[config.mk]
export PLATFORM = sky130hd
export DESIGN_NAME = tone_oscillator
export DESIGN_NICKNAME = d
export VERILOG_FILES = /design/src/rtl/sound_pkg.sv /design/src/rtl/tone_oscillator.sv
export SDC_FILE = /design/constraint.sdc
export NUM_CORES = 1
export LEC_CHECK = 0
export ABC_CLOCK_PERIOD_IN_PS = 5310
export BUFFER_PORTS_ARGS = -buffer_cell sky130_fd_sc_hd__buf_2
export CORE_UTILIZATION = 50
export CTS_CLUSTER_DIAMETER = 100
export DETAILED_ROUTE_END_ITERATION = 6
export PLACE_DENSITY = 0.74
export SYNTH_ARGS = -nofsm -noshare
export SYNTH_HDL_FRONTEND = slang
export SYNTH_SLANG_ARGS = --single-unit
[constraint.sdc]
create_clock -name clk -period 5.31 [get_ports clk]
set_clock_uncertainty 0.2 [all_clocks]
set_input_delay 0.2655 -clock clk [delete_from_list [all_inputs] [get_ports clk]]
set_output_delay 0.2655 -clock clk [all_outputs]
set_load 0.01 [all_outputs]
[src/rtl/sound_pkg.sv]
// Shared sound-path definitions: tone mode encoding and clocking constants.
package sound_pkg;
  typedef enum logic {OFF = 1'b0, ON = 1'b1} mode_t;

  localparam int CLK_HZ = 10_000_000;
  localparam int STEPS  = 256;
endpackage

[src/rtl/tone_oscillator.sv]
// Square-wave tone generator: divides clk so at_max toggles every
// CLK_HZ/(STEPS*freq) cycles while playSound is high.
module tone_oscillator
  import sound_pkg::*;
#(
  parameter int CLK_HZ_P = sound_pkg::CLK_HZ,
  parameter int STEPS_P  = sound_pkg::STEPS,
  parameter int CNT_W    = 16
) (
  input  logic       clk,
  input  logic       nRst,
  input  logic [8:0] freq,
  input  logic       playSound,
  output logic       at_max,
  output logic       state
);

  // Single-cycle combinational limit; freq==0 maps to 0 to avoid dividing by zero.
  function automatic logic [CNT_W-1:0] tone_limit(input logic [8:0] f);
    logic [31:0] prod;
    logic [31:0] quot;
    prod = 32'(STEPS_P) * {23'd0, f};
    quot = (f == 9'd0) ? 32'd0 : 32'(CLK_HZ_P) / prod;
    return CNT_W'(quot);
  endfunction

  logic [CNT_W-1:0] w_lim;
  logic [CNT_W-1:0] w_lim_m1;
  logic [CNT_W-1:0] r_cnt;
  logic             r_at_max;
  mode_t            r_state;

  assign w_lim    = tone_limit(freq);
  assign w_lim_m1 = w_lim - CNT_W'(1);

  // Counter follows playSound directly, so the first toggle lands N edges after it is sampled.
  always_ff @(posedge clk or negedge nRst) begin
    if (!nRst) begin
      r_cnt    <= '0;
      r_at_max <= 1'b0;
      r_state  <= OFF;
    end else begin
      r_state <= playSound ? ON : OFF;
      if (!playSound || w_lim == '0) begin
        r_cnt    <= '0;
        r_at_max <= 1'b0;
      end else if (r_cnt >= w_lim_m1) begin
        r_cnt    <= '0;
        r_at_max <= ~r_at_max;
      end else begin
        r_cnt <= r_cnt + CNT_W'(1);
      end
    end
  end

  assign at_max = r_at_max;
  assign state  = r_state;

endmodule

==> metrics.md, run 1 <==
| Metric | Value |
|---|---|
| Commonest register cell after synthesis | `sky130_fd_sc_hd__dfrtp_1` |
| Number of cells produced by synthesis | `about 2,100` |
| Final Wtd Congestion | `0.977` |
| Share of synthesized flip-flops with an asynchronous set or reset | `100%` |
| Standard-cell rows | `62` |
| Top post-synthesis cells by area | `sky130_fd_sc_hd__ha_1 15%, sky130_fd_sc_hd__a21oi_1 5.6%, sky130_fd_sc_hd__nor2_1 5.5%` |
| Sequential area share after synthesis | `3.08%` |
| Synth cell types | `around 120` |
| Total of warnings raised by yosys | `0` |
| Cell accounting for the most synthesized area | `sky130_fd_sc_hd__ha_1` |
| Maximum clock path buffer count | `2` |
| Net count of the mapped netlist | `around 2,300` |
| Effective utilization at floorplan | `50.8%` |
| Synthesized area per cell | `~7 um2` |
| Stopped at | `global routing (5_1_grt)` |
| Post-synthesis register bit count | `18` |
| First error message | `[ERROR GRT-0232] Routing congestion too high. Check the congestion heatmap in the GUI.` |
| Status | `did not finish` |
| Global route total overflow | `between 100 and 150` |
| Vertical die dimension | `around 170 um` |
| H-tree depth | `1` |
| Total half-perimeter wirelength after legalization and detailed placement | `48,200 um` |
| Yosys top cell area share | `15.1%` |
| Horizontal extent of the die | `about 170 um` |
| Post-synth top cells | `216 x sky130_fd_sc_hd__nor2_1, 177 x sky130_fd_sc_hd__ha_1, 166 x sky130_fd_sc_hd__nand2_1` |
| Top-count cell post-synth | `sky130_fd_sc_hd__nor2_1` |
| CTS sink cnt | `18` |
| Number of CTS-inserted buffers | `3` |
| Worst endpoint kind after the last repair | `register input` |
| Number of enable-type register cells in the synthesized netlist | `0` |
| Overall track demand over capacity in global routing | `about four fifths` |
| # IOs | `14` |
| CTS Root Buffer Type | `sky130_fd_sc_hd__clkbuf_16` |
| Last worst endpoint in the global-route repair_timing | `r_cnt[2]$_DFF_PN0_/D` |
| Pin count of the biggest net entering global routing | `34` |
| Port bufs | `13` |
| Area of the mapped netlist | `about 15,000 um2` |
repair_timing:
action                                  in CTS
hold buffers                                 1
endpoints found under the setup margin      17
gates resized for setup                     99
cloned                                       1
buffers inserted                           100
pin swaps                                  104
endpoints found under the hold margin       18
stage by stage:
step	cell area [um2]	util, %	std cells	setup WS [ns]	TNS, ns
3_5_place_dp	22300	77.5	3310	-40.75	-692.39
3_3_place_gp	22300	77.5	3310	-38.88	-660.81
4_1_cts	23600	82.0	3415	-39.09	-664.11
2_1_floorplan	15600	-	2079	-42.37	-719.10
kinds of logic after synthesis:
group	share of synthesized area [%]
XOR/XNOR	7.00
buffers and inverters	4.13
multiplexers	4.89
adder cells (fa/ha/maj)	16.1
AO/OA/AOI/OAI	37.0
other	0.0256
flip-flops	3.08
AND/OR/NAND/NOR	27.8
layer usage:
metal | GRT overflow | track usage [%]
met5 | 0 | 41.7
met4 | 40 | 83.8
met3 | 4 | 70.1
met2 | 72 | 94.0
met1 | 3 | 77.8
==> run 2: changes to the inputs <==
--- a/config.mk
+++ b/config.mk
@@ -7,10 +7,9 @@
 export LEC_CHECK = 0
 export ABC_CLOCK_PERIOD_IN_PS = 5310
 export BUFFER_PORTS_ARGS = -buffer_cell sky130_fd_sc_hd__buf_2
-export CORE_UTILIZATION = 50
-export CTS_CLUSTER_DIAMETER = 100
+export CORE_UTILIZATION = 35
 export DETAILED_ROUTE_END_ITERATION = 6
-export PLACE_DENSITY = 0.74
+export PLACE_DENSITY_LB_ADDON = 0.15
 export SYNTH_ARGS = -nofsm -noshare
 export SYNTH_HDL_FRONTEND = slang
 export SYNTH_SLANG_ARGS = --single-unit
==> run 2 against run 1 <==
Compared with the run above: the flow now finishes, with violations (DRC, setup timing); synthesized cell count unchanged; synthesized area unchanged.
==> metrics.md, run 2 <==
| Metric | Value |
|---|---|
| CTS sink cnt | `18 (unchanged)` |
| Required arrival time at the worst endpoint | `about 5.3 ns` |
| Cell accounting for the most synthesized area | `sky130_fd_sc_hd__ha_1` |
| Drt initial violations | `roughly 1,100` |
| Yosys top cell area share | `15.1% (unchanged)` |
| Number of global-route vias before repair | `around 20,000` |
| H-tree depth | `1 (unchanged)` |
| Net count of the mapped netlist | `2,275 (unchanged)` |
| Crit-path most repeated cell | `sky130_fd_sc_hd__buf_4` |
| Status | `finished with violations` |
| Final Wtd Congestion | `0.915 (-6.3%)` |
| Most common library cell in the layout ignoring fill and taps | `sky130_fd_sc_hd__buf_4` |
| Global route total overflow | `0` |
| Clock latency on the worst-skew pair | `0.25 ns` |
| Detailed-route via count | `roughly 20,000` |
| Crit-path slowest cell | `sky130_fd_sc_hd__or4_4` |
| CTS Root Buffer Type | `sky130_fd_sc_hd__clkbuf_16` |
| Total of warnings raised by yosys | `0 (unchanged)` |
| Number of flip-flops under the largest register name | `16` |
| Max Fclk | `between 20 and 25 MHz` |
| Violated checks | `DRC, setup timing` |
| Port bufs | `13 (unchanged)` |
| Wirelength, routed | `just over 60,000 um` |
| Category of the critical setup timing path | `input pin to register` |
| Kind of start point of the critical path | `input pin` |
| TritonCTS clock tree | `yes` |
| Final cell count without fillers | `3,702` |
| Initial antenna violation count | `2` |
| Number of enable-type register cells in the synthesized netlist | `0 (unchanged)` |
| Synthesized area per cell | `7.04 um2 (unchanged)` |
| Arrival @ worst endpoint | `approximately 44 ns` |
| Longest individual stage delay on the worst path | `about 0.55 ns` |
| DIE AREA | `42,600 um2` |
| Pin count of the biggest net entering global routing | `34` |
| Number of buffer and inverter stages on the critical path | `63` |
| Most used cells in the layout excluding fill and tap cells | `1,108 x sky130_fd_sc_hd__buf_4, 185 x sky130_fd_sc_hd__nor2_1, 143 x sky130_fd_sc_hd__nand2_1, 139 x sky130_fd_sc_hd__ha_1, 120 x sky130_fd_sc_hd__a21oi_1` |
| Net count reported at finish | `3,366` |
| Fin. Hold Viols | `0` |
| Overall track demand over capacity in global routing | `between 20% and 30%` |
| Post-synth top cells | `216 x sky130_fd_sc_hd__nor2_1, 177 x sky130_fd_sc_hd__ha_1, 166 x sky130_fd_sc_hd__nand2_1` |
| Vertical die dimension | `206 um (+19%)` |
| Antenna-violating nets left | `0` |
| Top post-synthesis cells by area | `sky130_fd_sc_hd__ha_1 15%, sky130_fd_sc_hd__a21oi_1 5.6%, sky130_fd_sc_hd__nor2_1 5.5%` |
| Global-route wire length before repair | `about 99,000 um` |
| Worst-Margin Slew | `0.728 ns` |
| Standard-cell rows | `74 (+19%)` |
| Number of detailed-routing iterations run before antenna repair | `7` |
| Post-route DRC | `3` |
| Shortest period the worst path allows | `44.33 ns` |
| Max-cap violations | `0` |
| Number of pins exceeding their max-slew limit in the final report | `0` |
| FF/Latch Area | `approximately 450 um2` |
| Horizontal extent of the die | `206 um (+19%)` |
| # IOs | `14 (unchanged)` |
| Effective utilization at floorplan | `35.7% (-15 points)` |
| Final WS setup | `-39.02 ns` |
| Share of synthesized flip-flops with an asynchronous set or reset | `100% (unchanged)` |
| Number of CTS-inserted buffers | `3 (unchanged)` |
| Sequential area share after synthesis | `3.08% (unchanged)` |
| CP Depth | `between 200 and 300` |
| Clock-pin slew reported for the worst setup and hold paths after clock tree synthesis | `~0.060 ns` |
| Share of cells above drive strength 1 | `a little under half` |
| Minimum setup slack after placement | `-40.18 ns (+0.577 ns)` |
| Maximum clock path buffer count | `2 (unchanged)` |
| Synth cell types | `124 (unchanged)` |
| Worst Path Max Fanout | `8` |
| Dominant delay contributor by cell family on the critical path | `compound AO/OA/AOI/OAI gates` |
| Post-synthesis register bit count | `18 (unchanged)` |
| Commonest register cell after synthesis | `sky130_fd_sc_hd__dfrtp_1` |
| Count of fill cells added during filler insertion | `~3,600` |
| Worst-case headroom to the max-slew limit | `around 50%` |
| Relative area change from synthesis to final layout | `74.0%` |
| Via density | `around 5.5` |
| Register with the highest flop count | `r_cnt` |
| Min-Delay Path Depth | `1` |
| Total half-perimeter wirelength after legalization and detailed placement | `46,500 um (-3.5%)` |
| Worst hold path type | `input pin to register` |
| Type of element capturing the critical path | `register` |
| Final-report setup violation count | `17` |
| Number of cells traversed by the worst register-to-register path | `24` |
| Detail-routed net length per standard cell | `between 15 and 20 um` |
| Cell total after placement | `3,474 (+5.0%)` |
| Core area | `approximately 41,000 um2` |
| Total area of multi-input combinational cells | `~15,000 um2` |
| Area of the mapped netlist | `14,600 um2 (unchanged)` |
| Top-count cell post-synth | `sky130_fd_sc_hd__nor2_1` |
| Post-route fraction of the period consumed by the critical path | `835%` |
| Number of cells produced by synthesis | `2,079 (unchanged)` |
| Setup repair after global routing missed its margin | `true` |
## run 2: worst paths after layout
path | start | end | slack, ns
setup / recovery | freq[7] | r_cnt[0]$_DFF_PN0_ | -39.02
hold / removal | playSound | state$_DFF_PN0_ | 0.05
setup reg to reg | r_cnt[0]$_DFF_PN0_ | r_cnt[0]$_DFF_PN0_ | 1.73
hold reg to reg | r_cnt[0]$_DFF_PN0_ | r_cnt[0]$_DFF_PN0_ | 0.33
max in group asynchronous | nRst | r_cnt[9]$_DFF_PN0_ | 4.22
min in group asynchronous | nRst | r_cnt[13]$_DFF_PN0_ | 0.38
## run 2: stage by stage
step                util (%)  hold slack, ns  area (um2)  TNS (ns)
floorplan                  -          -0.230       15600   -719.10
global placement        55.1          0.0242       22600   -667.33
detailed placement      55.1          0.0317       22600   -682.46
CTS                     59.9          0.0434       24600   -655.30
global route            62.1          0.0420       25500   -706.93
finish                  62.1          0.0458       25500   -662.79
## run 2: final cells by class
type                    count  area share, %
repair inverters            1         0.0246
diodes                      1        0.00983
clock buffers               4          0.349
repair buffers           1140           33.8
multi-input cells        1921           60.1
well taps                 532           2.61
inverters                  85           1.30
flip-flops and latches     18           1.77
## run 2: metal layers
layer  global-route usage [%]  part of all wire [%]
met5                        0                     0
met4                     7.43                   2.5
met3                     2.11                   3.6
met2                     49.3                    48
met1                     36.3                    46
## run 2: repair_timing
action / 4_1_cts / 5_1_grt
pin swaps: 142 / 114
hold buffers: 1 / 0
setup buffers: 167 / 52
endpoints found under the setup margin: 17 / 17
hold endpoints to repair: 18 / 0
gates cloned: 4 / 0
gates resized for setup: 120 / 99
## run 2: cells by family (layout without fill, tap and decap cells)
kind of cell,Yosys count,in the layout,share of synthesized area (%)
and+or+nand+nor,798,799,27.8
DFF,18,18,3.08
buffers and inverters,142,1230,4.13
other,1,2,0.0256
muxes,65,65,4.89
AOI/OAI and AO/OA,754,755,37.0
adders and majority gates,184,184,16.1
xor gates and xnor gates,117,117,7.00
Power of run 2 is left out: the tool's default activity adds up to more than one toggle a clock period on the data nets, which glitch-free logic cannot reach.
==> run 3: changes to the inputs <==
--- a/config.mk
+++ b/config.mk
@@ -5,6 +5,7 @@
 export SDC_FILE = /design/constraint.sdc
 export NUM_CORES = 1
 export LEC_CHECK = 0
+export ABC_AREA = 1
 export ABC_CLOCK_PERIOD_IN_PS = 5310
 export BUFFER_PORTS_ARGS = -buffer_cell sky130_fd_sc_hd__buf_2
 export CORE_UTILIZATION = 35
==> run 3 against run 2 <==
Compared with the run above: the flow finishes with violations (setup timing); cell count increased by 16%; highest routed layer unchanged; wire length increased by 2.1%; sequential share of layout area decreased by 0.10 points; largest cell class unchanged; clock-buffer cell count unchanged.
==> metrics.md, run 3 <==
| Metric | Value |
|---|---|
| Horizontal extent of the die | `204 um (-0.98%)` |
| Kind of start point of the critical path | `input pin` |
| Violated checks | `setup timing` |
| Top-count cell post-synth | `sky130_fd_sc_hd__nand2_1` |
| Worst Path Max Fanout | `8 (unchanged)` |
| Status | `finished with violations` |
| Via density | `4.98 (-9.5%)` |
| Sequential area share after synthesis | `3.14% (+0.062 points)` |
| Number of antenna diodes | `0 (-1)` |
| Worst-Margin Slew | `0.707 ns (-0.0211 ns)` |
| Number of global-route vias before repair | `20,800 (+2.5%)` |
| Post-synthesis register bit count | `18 (unchanged)` |
| Global route total overflow | `0 (unchanged)` |
| Synthesized area per cell | `5.61 um2 (-20%)` |
| Most common library cell in the layout ignoring fill and taps | `sky130_fd_sc_hd__buf_4` |
| Area share of and/or/nand/nor cells after synthesis | `44.9% (+17 points)` |
| Standard-cell rows | `73 (-1.4%)` |
| Net count reported at finish | `3,949 (+17%)` |
| TritonCTS clock tree | `yes` |
| Crit-path slowest cell | `sky130_fd_sc_hd__fa_2` |
| Minimum setup slack after placement | `-32.51 ns (+7.66 ns)` |
| Max-cap violations | `0 (unchanged)` |
| Dominant combinational cell family by area after synthesis | `simple AND/OR/NAND/NOR gates` |
| Worst-case headroom to the max-slew limit | `52.9% (+2.7 points)` |
| Category of the critical setup timing path | `input pin to register` |
| Effective utilization at floorplan | `35.8% (+0.10 points)` |
| Required arrival time at the worst endpoint | `5.29 ns (about the same)` |
| Arrival @ worst endpoint | `36.40 ns (-7.91 ns)` |
| Max Fclk | `27.5 MHz (+22%)` |
| Area share of xor/xnor cells in the synthesized design | `8.61% (+1.6 points)` |
| Number of detailed-routing iterations run before antenna repair | `7 (unchanged)` |
| Post-route fraction of the period consumed by the critical path | `686% (-150 points)` |
| Crit-path most repeated cell | `sky130_fd_sc_hd__nand2_1` |
| Total half-perimeter wirelength after legalization and detailed placement | `42,800 um (-7.9%)` |
| Port bufs | `13 (unchanged)` |
| Longest individual stage delay on the worst path | `0.38 ns (-0.17 ns)` |
| Number of pins exceeding their max-slew limit in the final report | `0 (unchanged)` |
| Cell accounting for the most synthesized area | `sky130_fd_sc_hd__nand2_1` |
| Maximum clock path buffer count | `2 (unchanged)` |
| Post-route DRC | `0 (-3)` |
| Antenna-violating nets left | `0 (unchanged)` |
| Clock-pin slew reported for the worst setup and hold paths after clock tree synthesis | `0.05 ns (about the same)` |
| Net count of the mapped netlist | `2,751 (+21%)` |
| Share of cell area taken by muxes after synthesis | `0% (-4.9 points)` |
| Clock latency on the worst-skew pair | `0.25 ns (about the same)` |
| Detailed-route via count | `21,300 (+4.6%)` |
| Initial antenna violation count | `0 (-2)` |
| Most used cells in the layout excluding fill and tap cells | `1,186 x sky130_fd_sc_hd__buf_4, 634 x sky130_fd_sc_hd__nand2_1, 308 x sky130_fd_sc_hd__inv_1, 184 x sky130_fd_sc_hd__nand3_1, 178 x sky130_fd_sc_hd__nor2_1` |
| Shortest period the worst path allows | `36.42 ns (-7.91 ns)` |
| DIE AREA | `41,800 um2 (-1.9%)` |
| Number of CTS-inserted buffers | `3 (unchanged)` |
| Number of enable-type register cells in the synthesized netlist | `0 (unchanged)` |
| Final WS setup | `-31.11 ns (+7.91 ns)` |
| Final-report setup violation count | `17 (unchanged)` |
| Total of warnings raised by yosys | `0 (unchanged)` |
| Synth cell types | `55 (-56%)` |
| Fin. Hold Viols | `0 (unchanged)` |
| Relative area change from synthesis to final layout | `88.6%` |
| Overall track demand over capacity in global routing | `27.6% (-0.39 points)` |
| Core area | `40,100 um2 (-2.2%)` |
| Register with the highest flop count | `r_cnt` |
| Vertical die dimension | `204 um (-0.98%)` |
| H-tree depth | `1 (unchanged)` |
| Wirelength, routed | `62,100 um (+2.1%)` |
| Share of synthesized flip-flops with an asynchronous set or reset | `100% (unchanged)` |
| Number of cells produced by synthesis | `2,555 (+23%)` |
| Type of element capturing the critical path | `register` |
| Worst hold path type | `input pin to asynchronous set/reset pin` |
| Detail-routed net length per standard cell | `14.5 um (-12%)` |
| Synth Area in Compound Gates | `15.1% (-22 points)` |
| CTS Root Buffer Type | `sky130_fd_sc_hd__clkbuf_16` |
| Top post-synthesis cells by area | `sky130_fd_sc_hd__nand2_1 19%, sky130_fd_sc_hd__ha_1 15%, sky130_fd_sc_hd__inv_1 9.1%` |
| Total negative setup slack | `-527.75 ns (+135.04 ns)` |
| Yosys top cell area share | `19.1% (+4.0 points)` |
| Global-route wire length before repair | `95,400 um (-3.4%)` |
| Setup repair after global routing missed its margin | `true` |
| Number of flip-flops under the largest register name | `16 (unchanged)` |
| # IOs | `14 (unchanged)` |
| Pin count of the biggest net entering global routing | `28 (-18%)` |
| Area of the mapped netlist | `14,300 um2 (-2.0%)` |
| Final Wtd Congestion | `0.912 (-0.37%)` |
| Drt initial violations | `958 (-10%)` |
| CTS sink cnt | `18 (unchanged)` |
| Count of fill cells added during filler insertion | `3,314 (-8.8%)` |
| Commonest register cell after synthesis | `sky130_fd_sc_hd__dfrtp_1` |
| Post-synth top cells | `731 x sky130_fd_sc_hd__nand2_1, 349 x sky130_fd_sc_hd__inv_1, 216 x sky130_fd_sc_hd__nor2_1` |
| Post-synthesis adder-cell area fraction | `16.4% (+0.32 points)` |
| Share of cells above drive strength 1 | `48.7% (+0.67 points)` |
-- run 3: cell types whose count changed after synthesis, moves of 58 or more --
| cell | delta |
|---|---|
| sky130_fd_sc_hd__nand2_1 | +565 |
| sky130_fd_sc_hd__inv_1 | +265 |
| sky130_fd_sc_hd__a21o_1 | -65 |
| sky130_fd_sc_hd__nor3_1 | -58 |
| sky130_fd_sc_hd__o21a_1 | -58 |
| sky130_fd_sc_hd__nand3_1 | +150 |
-- run 3: final cells by class --
cell class                      count  area (um2)  area share (%)
Multi-Input combinational cell   2107       14900            55.0
Tap cell                          525         657            2.43
Inverter                          393        1560            5.76
Sequential cell                    18         450            1.67
Timing Repair Buffer             1229        9410            34.8
Clock buffer                        4        88.8           0.328
Timing Repair inverter              1        7.51          0.0278
-- run 3: repair_timing --
item                       in CTS  in global routing
gates resized for setup       278                257
gates cloned                    5                  0
setup endpoints to repair      17                 17
buffers inserted              261                 71
hold endpoints to repair       19                  0
hold buffers                    2                  0
pin swaps                     217                205
-- run 3: final timing paths --
path | end | depth (start not counted) | start | slack [ns]
worst max-delay path | r_cnt[5]$_DFF_PN0_ | 294 | freq[0] | -31.11
worst min-delay path | r_cnt[2]$_DFF_PN0_ | 2 | nRst | 0.28
worst max register to register | r_cnt[5]$_DFF_PN0_ | 19 | r_cnt[0]$_DFF_PN0_ | 2.04
worst min register to register | r_cnt[0]$_DFF_PN0_ | 1 | r_cnt[0]$_DFF_PN0_ | 0.30
max in group asynchronous | r_cnt[14]$_DFF_PN0_ | 2 | nRst | 4.34
min in group clk | r_cnt[0]$_DFF_PN0_ | 1 | r_cnt[0]$_DFF_PN0_ | 0.30
-- run 3: cell families after synthesis --
kind of cell,Yosys count
other,1
AND/OR/NAND/NOR,1398
adder cells (fa/ha/maj),184
buffers and inverters,430
XOR/XNOR,141
AO/OA/AOI/OAI,383
flip-flops,18
-- run 3: routing by layer --
metal | part of all wire [%] | track usage [%]
met5 | 0 | 0
met4 | 4.5 | 10.1
met3 | 3.0 | 2.15
met2 | 50 | 52.3
met1 | 42 | 31.8
-- run 3: critical path: cells and delay by family --
kind / cells / cell delay (ns)
buf+inv: 36 / 3.32
simple gates: 139 / 13.76
compound gates: 93 / 12.31
fa+ha+maj: 25 / 6.40
xor+xnor: 1 / 0.17
-- run 3: stage by stage --
| step | util (%) | instances | hold WS, ns | instance area, um2 |
|---|---|---|---|---|
| finish | 67.5 | 4277 | 0.277 | 27100 |
| detailed placement | 55.1 | 3936 | 0.0212 | 22100 |
| global route | 67.5 | 4277 | 0.318 | 27100 |
| floorplan | - | 2555 | -0.230 | 15100 |
| global placement | 55.1 | 3936 | 0.0141 | 22100 |
| CTS | 63.3 | 4208 | 0.295 | 25400 |
Power of run 3 is left out for the same reason.
